File: src/rtl/mic_i2s_rx.sv
// mic_i2s_rx - I2S microphone receiver with word-select generation and
// optional decimating accumulator.
//
// Drives WS for one or two MEMS microphones, deserialises their MSB-first
// two's-complement samples from the shared data line, and optionally averages
// 2^DEC_LOG2 frames before presenting a sample pair.
//
// Ports:
//   BCLK    in   bit clock, the only clock (rising edge)
//   RESET   in   asynchronous active-low reset
//   EN      in   run enable, sampled only when the frame counter is 0
//   D_IN    in   serial data from the microphone(s)
//   WS      out  word select: 0 = left slot, 1 = right slot (registered)
//   DATA_L  out  left output sample, signed, WIDTH bits
//   DATA_R  out  right output sample, signed, WIDTH bits (0 when STEREO=0)
//   VALID   out  one-cycle strobe marking new DATA_L/DATA_R
module mic_i2s_rx #(
  parameter int WIDTH     = 18,
  parameter int SLOT_BITS = 32,
  parameter int STEREO    = 1,
  parameter int DEC_LOG2  = 0
) (
  input  logic                    BCLK,
  input  logic                    RESET,
  input  logic                    EN,
  input  logic                    D_IN,
  output logic                    WS,
  output logic signed [WIDTH-1:0] DATA_L,
  output logic signed [WIDTH-1:0] DATA_R,
  output logic                    VALID
);

  localparam int CW = $clog2(2 * SLOT_BITS);
  localparam int AW = WIDTH + DEC_LOG2;
  localparam int FW = (DEC_LOG2 > 0) ? DEC_LOG2 : 1;

  localparam logic [CW-1:0] CNT_ZERO = CW'(0);
  localparam logic [CW-1:0] CNT_ONE  = CW'(1);
  localparam logic [CW-1:0] CNT_SLOT = CW'(SLOT_BITS);
  localparam logic [CW-1:0] CNT_LSB  = CW'(WIDTH);
  localparam logic [CW-1:0] CNT_LAST = CW'(2 * SLOT_BITS - 1);

  localparam logic [FW-1:0] FCNT_ZERO = FW'(0);
  localparam logic [FW-1:0] FCNT_ONE  = FW'(1);
  localparam logic [FW-1:0] FCNT_MAX  = FW'((1 << DEC_LOG2) - 1);

  localparam logic signed [AW-1:0]    ACC_ZERO  = AW'(0);
  localparam logic signed [WIDTH-1:0] DATA_ZERO = WIDTH'(0);
  localparam logic                    STEREO_EN = (STEREO != 32'sd0);

  logic [CW-1:0]             cnt_r;
  logic [FW-1:0]             fcnt_r;
  logic signed [WIDTH-1:0]   sh_l_r;
  logic signed [WIDTH-1:0]   sh_r_r;
  logic signed [AW-1:0]      acc_l_r;
  logic signed [AW-1:0]      acc_r_r;

  logic                      run_s;
  logic                      right_s;
  logic [CW-1:0]             bit_s;
  logic                      cap_s;
  logic                      frame_end_s;
  logic                      dec_done_s;
  logic [CW-1:0]             cnt_nxt_s;
  logic                      ws_nxt_s;
  logic signed [WIDTH-1:0]   sh_l_nxt_s;
  logic signed [WIDTH-1:0]   sh_r_nxt_s;
  logic signed [AW-1:0]      sum_l_s;
  logic signed [AW-1:0]      sum_r_s;
  logic signed [WIDTH-1:0]   avg_l_s;
  logic signed [WIDTH-1:0]   avg_r_s;

  // Next-state logic: frame counter, slot decode, capture and accumulation.
  always_comb begin
    run_s       = (cnt_r != CNT_ZERO) || EN;
    right_s     = (cnt_r >= CNT_SLOT);
    frame_end_s = (cnt_r == CNT_LAST);
    dec_done_s  = frame_end_s && (fcnt_r == FCNT_MAX);

    if (right_s) begin
      bit_s = cnt_r - CNT_SLOT;
    end else begin
      bit_s = cnt_r;
    end

    // One-bit I2S delay: slot bit 1 carries the MSB, bit WIDTH the LSB.
    cap_s = run_s && (bit_s >= CNT_ONE) && (bit_s <= CNT_LSB);

    if (!run_s || frame_end_s) begin
      cnt_nxt_s = CNT_ZERO;
    end else begin
      cnt_nxt_s = cnt_r + CNT_ONE;
    end
    ws_nxt_s = (cnt_nxt_s >= CNT_SLOT);

    if (cap_s && !right_s) begin
      sh_l_nxt_s = {sh_l_r[WIDTH-2:0], D_IN};
    end else begin
      sh_l_nxt_s = sh_l_r;
    end

    if (cap_s && right_s && STEREO_EN) begin
      sh_r_nxt_s = {sh_r_r[WIDTH-2:0], D_IN};
    end else begin
      sh_r_nxt_s = sh_r_r;
    end

    // The shifted-in values are used so that an LSB landing on the
    // frame-end edge itself (SLOT_BITS == WIDTH+1) is still included.
    sum_l_s = acc_l_r + AW'(sh_l_nxt_s);
    sum_r_s = acc_r_r + AW'(sh_r_nxt_s);
    avg_l_s = WIDTH'(sum_l_s >>> DEC_LOG2);
    avg_r_s = WIDTH'(sum_r_s >>> DEC_LOG2);
  end

  // State and output registers; reset discards any partial frame.
  always_ff @(posedge BCLK or negedge RESET) begin
    if (!RESET) begin
      cnt_r   <= CNT_ZERO;
      fcnt_r  <= FCNT_ZERO;
      sh_l_r  <= DATA_ZERO;
      sh_r_r  <= DATA_ZERO;
      acc_l_r <= ACC_ZERO;
      acc_r_r <= ACC_ZERO;
      WS      <= 1'b0;
      DATA_L  <= DATA_ZERO;
      DATA_R  <= DATA_ZERO;
      VALID   <= 1'b0;
    end else begin
      cnt_r  <= cnt_nxt_s;
      WS     <= ws_nxt_s;
      sh_l_r <= sh_l_nxt_s;
      sh_r_r <= sh_r_nxt_s;
      VALID  <= dec_done_s;
      if (dec_done_s) begin
        DATA_L  <= avg_l_s;
        DATA_R  <= avg_r_s;
        acc_l_r <= ACC_ZERO;
        acc_r_r <= ACC_ZERO;
        fcnt_r  <= FCNT_ZERO;
      end else if (frame_end_s) begin
        acc_l_r <= sum_l_s;
        acc_r_r <= sum_r_s;
        fcnt_r  <= fcnt_r + FCNT_ONE;
      end else begin
        acc_l_r <= acc_l_r;
        acc_r_r <= acc_r_r;
        fcnt_r  <= fcnt_r;
      end
    end
  end

endmodule

File: config.mk
export PLATFORM = sky130hd
export DESIGN_NAME = mic_i2s_rx
export DESIGN_NICKNAME = d
export VERILOG_FILES = /design/src/rtl/mic_i2s_rx.sv
export SDC_FILE = /design/constraint.sdc
export NUM_CORES = 1
export LEC_CHECK = 0
export BUFFER_PORTS_ARGS = -buffer_cell sky130_fd_sc_hd__buf_2
export CORE_MARGIN = 3
export CORE_UTILIZATION = 40
export CTS_CLUSTER_SIZE = 40
export DETAILED_ROUTE_END_ITERATION = 8
export GPL_TIMING_DRIVEN = 0
export PLACE_DENSITY = 0.62
export SYNTH_ARGS = -nofsm -noshare
export SYNTH_HDL_FRONTEND = slang
export SYNTH_SLANG_ARGS = --single-unit
export TNS_END_PERCENT = 20
File: constraint.sdc
create_clock -name BCLK -period 8.3 [get_ports BCLK]
set_input_delay 1.245 -clock BCLK [delete_from_list [all_inputs] [get_ports BCLK]]
set_output_delay 1.245 -clock BCLK [all_outputs]
set_load 0.01 [all_outputs]
==> results of run 1 <==
[flip-flops by register name (all words and copies together) (netlist names)]
signal and cells:
cnt_r 6, DATA_L 18, acc_l_r 18, sh_r_r 18
DATA_R 18, acc_r_r 18, WS 1, fcnt_r 1
sh_l_r 18, VALID 1
[cells in the mapped netlist, types with 6 or more instances]
master	n	share of area [%]
inv_1	15	0.95
nand2_1	111	7.1
xor2_1	12	1.8
a22o_1	17	2.5
a21o_1	6	0.76
nor2_1	22	1.4
a21oi_1	26	2.2
ha_1	38	8.1
mux2_2	38	7.3
dfrtp_1	117	50
nand3_1	13	1.1
clkbuf_1	16	1.0
o21ai_0	30	2.5
xnor2_1	21	3.1
[metrics by stage]
stage	utilization [%]	hold WS, ns	instances	area, um2	power [mW]
5_1_grt	49.84	0.4952	811	7052	3.760
6_report	49.84	0.4561	811	7052	3.487
2_1_floorplan	-	0.4453	557	5899	2.192
3_3_place_gp	44.73	0.4475	778	6330	2.573
4_1_cts	49.84	0.4627	811	7052	3.500
3_5_place_dp	44.97	0.4518	779	6364	2.632
[area by class of cell]
type                       count  area, um2  area share (%)
sequential                   117       2928           41.52
multi-input combinational    407       2848           40.38
clock buffer                  25      525.5           7.452
timing repair buffer          42      239.0           3.389
tap                          180      225.2           3.194
clock inverter                 7      162.7           2.307
buffer                        17      63.81          0.9049
inverter                      16      60.06          0.8517
[kinds of logic after synthesis]
| kind of cell | count (synthesis) |
|---|---|
| muxes | 40 |
| xor gates and xnor gates | 35 |
| DFF | 117 |
| and+or+nand+nor | 168 |
| AOI/OAI and AO/OA | 124 |
| buffers and inverters | 33 |
| adders and majority gates | 40 |
[final timing paths]
path | endpoint | slack [ns] | from
worst max-delay path | acc_l_r[17] | 3.24 | cnt_r[0]
worst min-delay path | DATA_L[11] | 0.46 | DATA_L[11]
worst max register to register | acc_l_r[17] | 3.24 | cnt_r[0]
worst min register to register | DATA_L[11] | 0.46 | DATA_L[11]
max in group asynchronous | sh_l_r[9] | 6.86 | RESET
min in group asynchronous | acc_r_r[4] | 0.76 | RESET
[report_power, final]
group	switching (mW)	internal (mW)	total [mW]	leakage [nW]
sequential	0.133	0.801	0.935	1.40
clock	0.257	0.588	0.845	0.336
combinational	0.981	0.726	1.71	1.63
total	1.37	2.12	3.49	3.36
[routing by layer]
layer | global-route usage [%] | up-vias | wire [um]
met2 | 29.58 | 103 | 6707
li1 | - | 2093 | -
met5 | 0 | - | 0
met1 | 23.89 | 2131 | 6426
met3 | 4.808 | 18 | 600
met4 | 6.814 | 0 | 187
[worst max-delay path: stages, from the launching register on]
cell and delay [ns]:
dfrtp_1 0.42, inv_1 0.10, ha_1 0.15, nor2b_1 0.04
o31a_1 0.29, nor3_4 0.48, clkbuf_1 0.61, mux2_2 0.45
ha_1 0.30, a211oi_1 0.31, o31ai_2 0.17, o2111ai_1 0.28
a21oi_1 0.20, a41oi_1 0.48, mux2_2 0.39, a221o_1 0.26
==> flow_summary.ini, run 1 <==
[yosys]
syn_avg_cell_area_um2 = 10.59
synthFlopType = dfrtp_1
synth_top_family_by_area = compound AO/OA/AOI/OAI gates
yosysSeqAreaShare_pct = 49.63
synth_nets = 601
synthMuxAreaShare_pct = 7.720
synth_compound_gate_area_share_pct = 14.02
syn_inst = 557
synth_area_um2 = 5899
synth-warning-count = 0
yosys.area_share.simple_pct = 12.13
ys_ff_latch = 117
synthArstFlopShare_pct = 100.0
synth-adder-area-share_pct = 8.738
synth_xor_area_share_pct = 5.663
synth_cell_type_count = 53
synth_edf_count = 0

[cts]
clockRootBuffer = clkbuf_16
htree_levels = 4
cts_setup_buffers = 0
clockBufferDepth = 2
cts_buffers = 17
cts_tree = yes
cts_sinks = 117
cts.clk_slew.worst_paths_ns = 0.06
cts-resized-gates = 0
clk-insertion-delay-late_ns = 0.42
ctsHoldBuffers = 0

[worst_setup_path]
criticalPathCategory = register to register
end_kind = register
worstSetupStartpointType = register
crit_fanout = 10
required_ns = 8.60
r2r_cells = 15
crit_arrival_ns = 5.36

[worst_hold_path]
hold_class = register to register
worstHoldPathCells = 2

[global_routing]
grt_overflow = 0
antenna_found_initial = 0
grt_pass1_vias = 4625
grt_max_degree = 72
grt_usage_pct = 18.37
grt_pass1_wl_um = 23140

[finish]
diodes = 0
num-fill-cells = 1282
areaGrowthSynthToFinish_pct = 19.53
drive_above_1_share_pct = 19.18
final_common_cell = dfrtp_1
fin_nets = 662
layout_common_cells = 117 x dfrtp_1, 111 x nand2_1, 40 x buf_2

[timing]
setup_viol = 0
skew_ns = 0.006550
fmax_mhz = 197.6
slew_headroom_pct = 41.01
fin_crit_ns = 5.062
finalWorstSetupSlack_ns = 3.238
hold_viol = 0
slew_viol_final = 0
finalSetupTns_ns = 0
tightest_slew_ns = 0.8815
fin_crit_sh_pct = 60.99
rsz0062_at_grt = no

[route]
drc = 0
ant_nets = 0
drt_wl_total_um = 13920
first_iter_violations = 284
vias = 4345
dr.pass1.iters = 4
wire_per_inst_um = 17.17
vias_per_cell = 5.358

[placed_design]
gp_congestion = 0.8779
port_buffers = 41
hpwl_um = 9735
pre_cts_slack_ns = 2.917

[die]
pin_count = 42
die-area_um2 = 16240
die_y_um = 127.4
die_x_um = 127.4
start_util_pct = 41.69
num_rows = 43
core_um2 = 14150

[power_and_ir_drop]
power.density_nw_per_um2 = 494.5
p_leak_nw = 3.364
irDropWorstVdd_mv = 0.2283

[run]
max_cap_viol_count = 0

[status]
outcome = finished, final reports clean
Power figures use the tool's default switching activity.
==> run 2, diff against run 1 <==
Settings changed: ABC_AREA set to 1, PLACE_DENSITY 0.62 to 0.64.
Clock period 8.3 ns to 4.2 ns, I/O delays scaled along.
==> run 2 against run 1 <==
  * Non-clock buffer count unchanged
  * Hold slack got worse by 0.30 ns
  * Cell area increased by 5.0%
  * Sequential share of layout area decreased by 2.0 points
==> flow_summary.ini, run 2 <==
[die]
start_util_pct = 41.27
num_rows = 45
core_um2 = 15370
die_x_um = 131.9
die_y_um = 131.9
die-area_um2 = 17410
pin_count = 42

[finish]
drive_above_1_share_pct = 10.54
layout_common_cells = 312 x nand2_1, 117 x dfrtp_1, 69 x inv_1
final_common_cell = nand2_1
num-fill-cells = 1503
regArea_um2 = 2928
multiInputGateArea_um2 = 3058
areaGrowthSynthToFinish_pct = 16.71
fin_nets = 916
final_cell_area_um2 = 7403
diodes = 0
instances_no_fill = 1093

[route]
ant_nets = 0
vias = 5320
dr.pass1.iters = 4
drc = 0
first_iter_violations = 322
drt_wl_total_um = 14960
wire_per_inst_um = 13.68
vias_per_cell = 4.867

[timing]
finalSetupTns_ns = 0
skew_ns = 0.005940
slew_headroom_pct = 56.35
finalWorstSetupSlack_ns = 0.7279
fin_crit_ns = 3.472
slew_viol_final = 0
fin_crit_sh_pct = 82.67
hold_viol = 0
fmax_mhz = 288.0
setup_viol = 0
rsz0062_at_grt = no
tightest_slew_ns = 0.6547

[cts]
clockBufferDepth = 2
cts_tree = yes
ctsHoldBuffers = 0
cts_sinks = 117
clockRootBuffer = clkbuf_16
cts_setup_buffers = 0
clk-insertion-delay-late_ns = 0.42
htree_levels = 4
cts-resized-gates = 0
cts_buffers = 17
cts.clk_slew.worst_paths_ns = 0.05

[yosys]
syn_inst = 811
yosysSeqAreaShare_pct = 46.15
syn_avg_cell_area_um2 = 7.822
synthFlopType = dfrtp_1
yosys-top-cells-area = dfrtp_1 46%, nand2_1 18%, ha_1 7.5%
synth_nets = 855
synth_top_area_share_pct = 46.15
synth_edf_count = 0
synth_area_um2 = 6344
synthArstFlopShare_pct = 100.0
synth-warning-count = 0
yosysMostFrequentCell = nand2_1
ys_ff_latch = 117
synth_commonest_cells = 312 x nand2_1, 117 x dfrtp_1, 69 x inv_1
synth_cell_type_count = 31
synth_top_area_cell = dfrtp_1

[worst_setup_path]
end_kind = register
required_ns = 4.51
r2r-start = cnt_r[0]
crit_fanout = 10
r2r_cells = 19
worstSetupStartpointType = register
r2r_setup_slack_ns = 0.73
criticalPathCategory = register to register
r2r-end = DATA_R[12]
crit_arrival_ns = 3.78

[global_routing]
antenna_found_initial = 0
grt_pass1_vias = 5255
grt_overflow = 0
grt_usage_pct = 18.31
grt_max_degree = 67
grt_pass1_wl_um = 25700

[status]
outcome = finished, final reports clean

[placed_design]
port_buffers = 41
post-place-cells = 1064
dpl_cell_area_um2 = 6847
hpwl_um = 11100
pre_cts_slack_ns = 0.7446
gp_congestion = 0.9283

[run]
max_cap_viol_count = 0

[worst_hold_path]
hold_class = input port to async pin
-- run 2: cell families (layout without fill, tap and decap cells) --
group	after synthesis	after routing	share of synthesized area, %
and+or+nand+nor	448	448	29.57
AOI/OAI and AO/OA	100	100	8.580
buffers and inverters	92	163	5.641
DFF	117	117	46.15
adders and majority gates	40	40	8.126
xor gates and xnor gates	14	14	1.933
-- run 2: how the worst max path moves through the flow --
| stage | start | end | slack (ns) | cells after the start |
|---|---|---|---|---|
| 2_1_floorplan | cnt_r[0] | acc_r_r[12] | 1.31 | 20 |
| 3_3_place_gp | cnt_r[0] | DATA_R[12] | 0.79 | 19 |
| 3_5_place_dp | cnt_r[0] | DATA_R[15] | 0.74 | 17 |
| 4_1_cts | cnt_r[0] | DATA_R[15] | 0.69 | 17 |
| 5_1_grt | cnt_r[0] | DATA_R[13] | 0.38 | 20 |
| 6_report | cnt_r[0] | DATA_R[12] | 0.73 | 19 |
-- run 2: routing by layer --
layer  wire [um]  global-route usage [%]  vias up
met5           0                       0        -
met4         132                   4.959        0
met3         493                   5.076       14
met2        7514                   31.33       64
met1        6815                   22.84     2481
li1            -                       -     2761
-- run 2: worst max-delay path, stage by stage, from the launching register on --
cell	delay [ns]
dfrtp_1	0.43
inv_1	0.10
ha_1	0.20
inv_1	0.05
nor2_1	0.18
nand2_4	0.11
nand4_2	0.21
clkbuf_1	0.49
nand2_1	0.11
nand2_1	0.12
ha_1	0.28
a21oi_1	0.21
nand2_1	0.11
nand4_1	0.09
nand2_1	0.12
nand2_1	0.09
nand2_1	0.05
or2_2	0.28
nand3_1	0.08
nand2_1	0.05
-- run 2: layout make-up --
type / count / area share, %
buffer: 17 / 1.031
clock buffer: 24 / 6.507
clock inverter: 5 / 1.014
inverter: 75 / 3.803
multi-input combinational: 602 / 41.30
sequential: 117 / 39.55
tap: 211 / 3.566
timing repair buffer: 42 / 3.228
-- run 2: through the flow --
stage	hold WS, ns	util (%)
after floorplan	0.3344	-
after global placement	0.4609	44.32
after detailed placement	0.4596	44.54
after CTS	0.1743	48.16
after global routing	0.1922	48.16
final	0.1592	48.16
Power of run 2 is left out: the tool's default activity adds up to more than one toggle a clock period on the data nets, which glitch-free logic cannot reach.
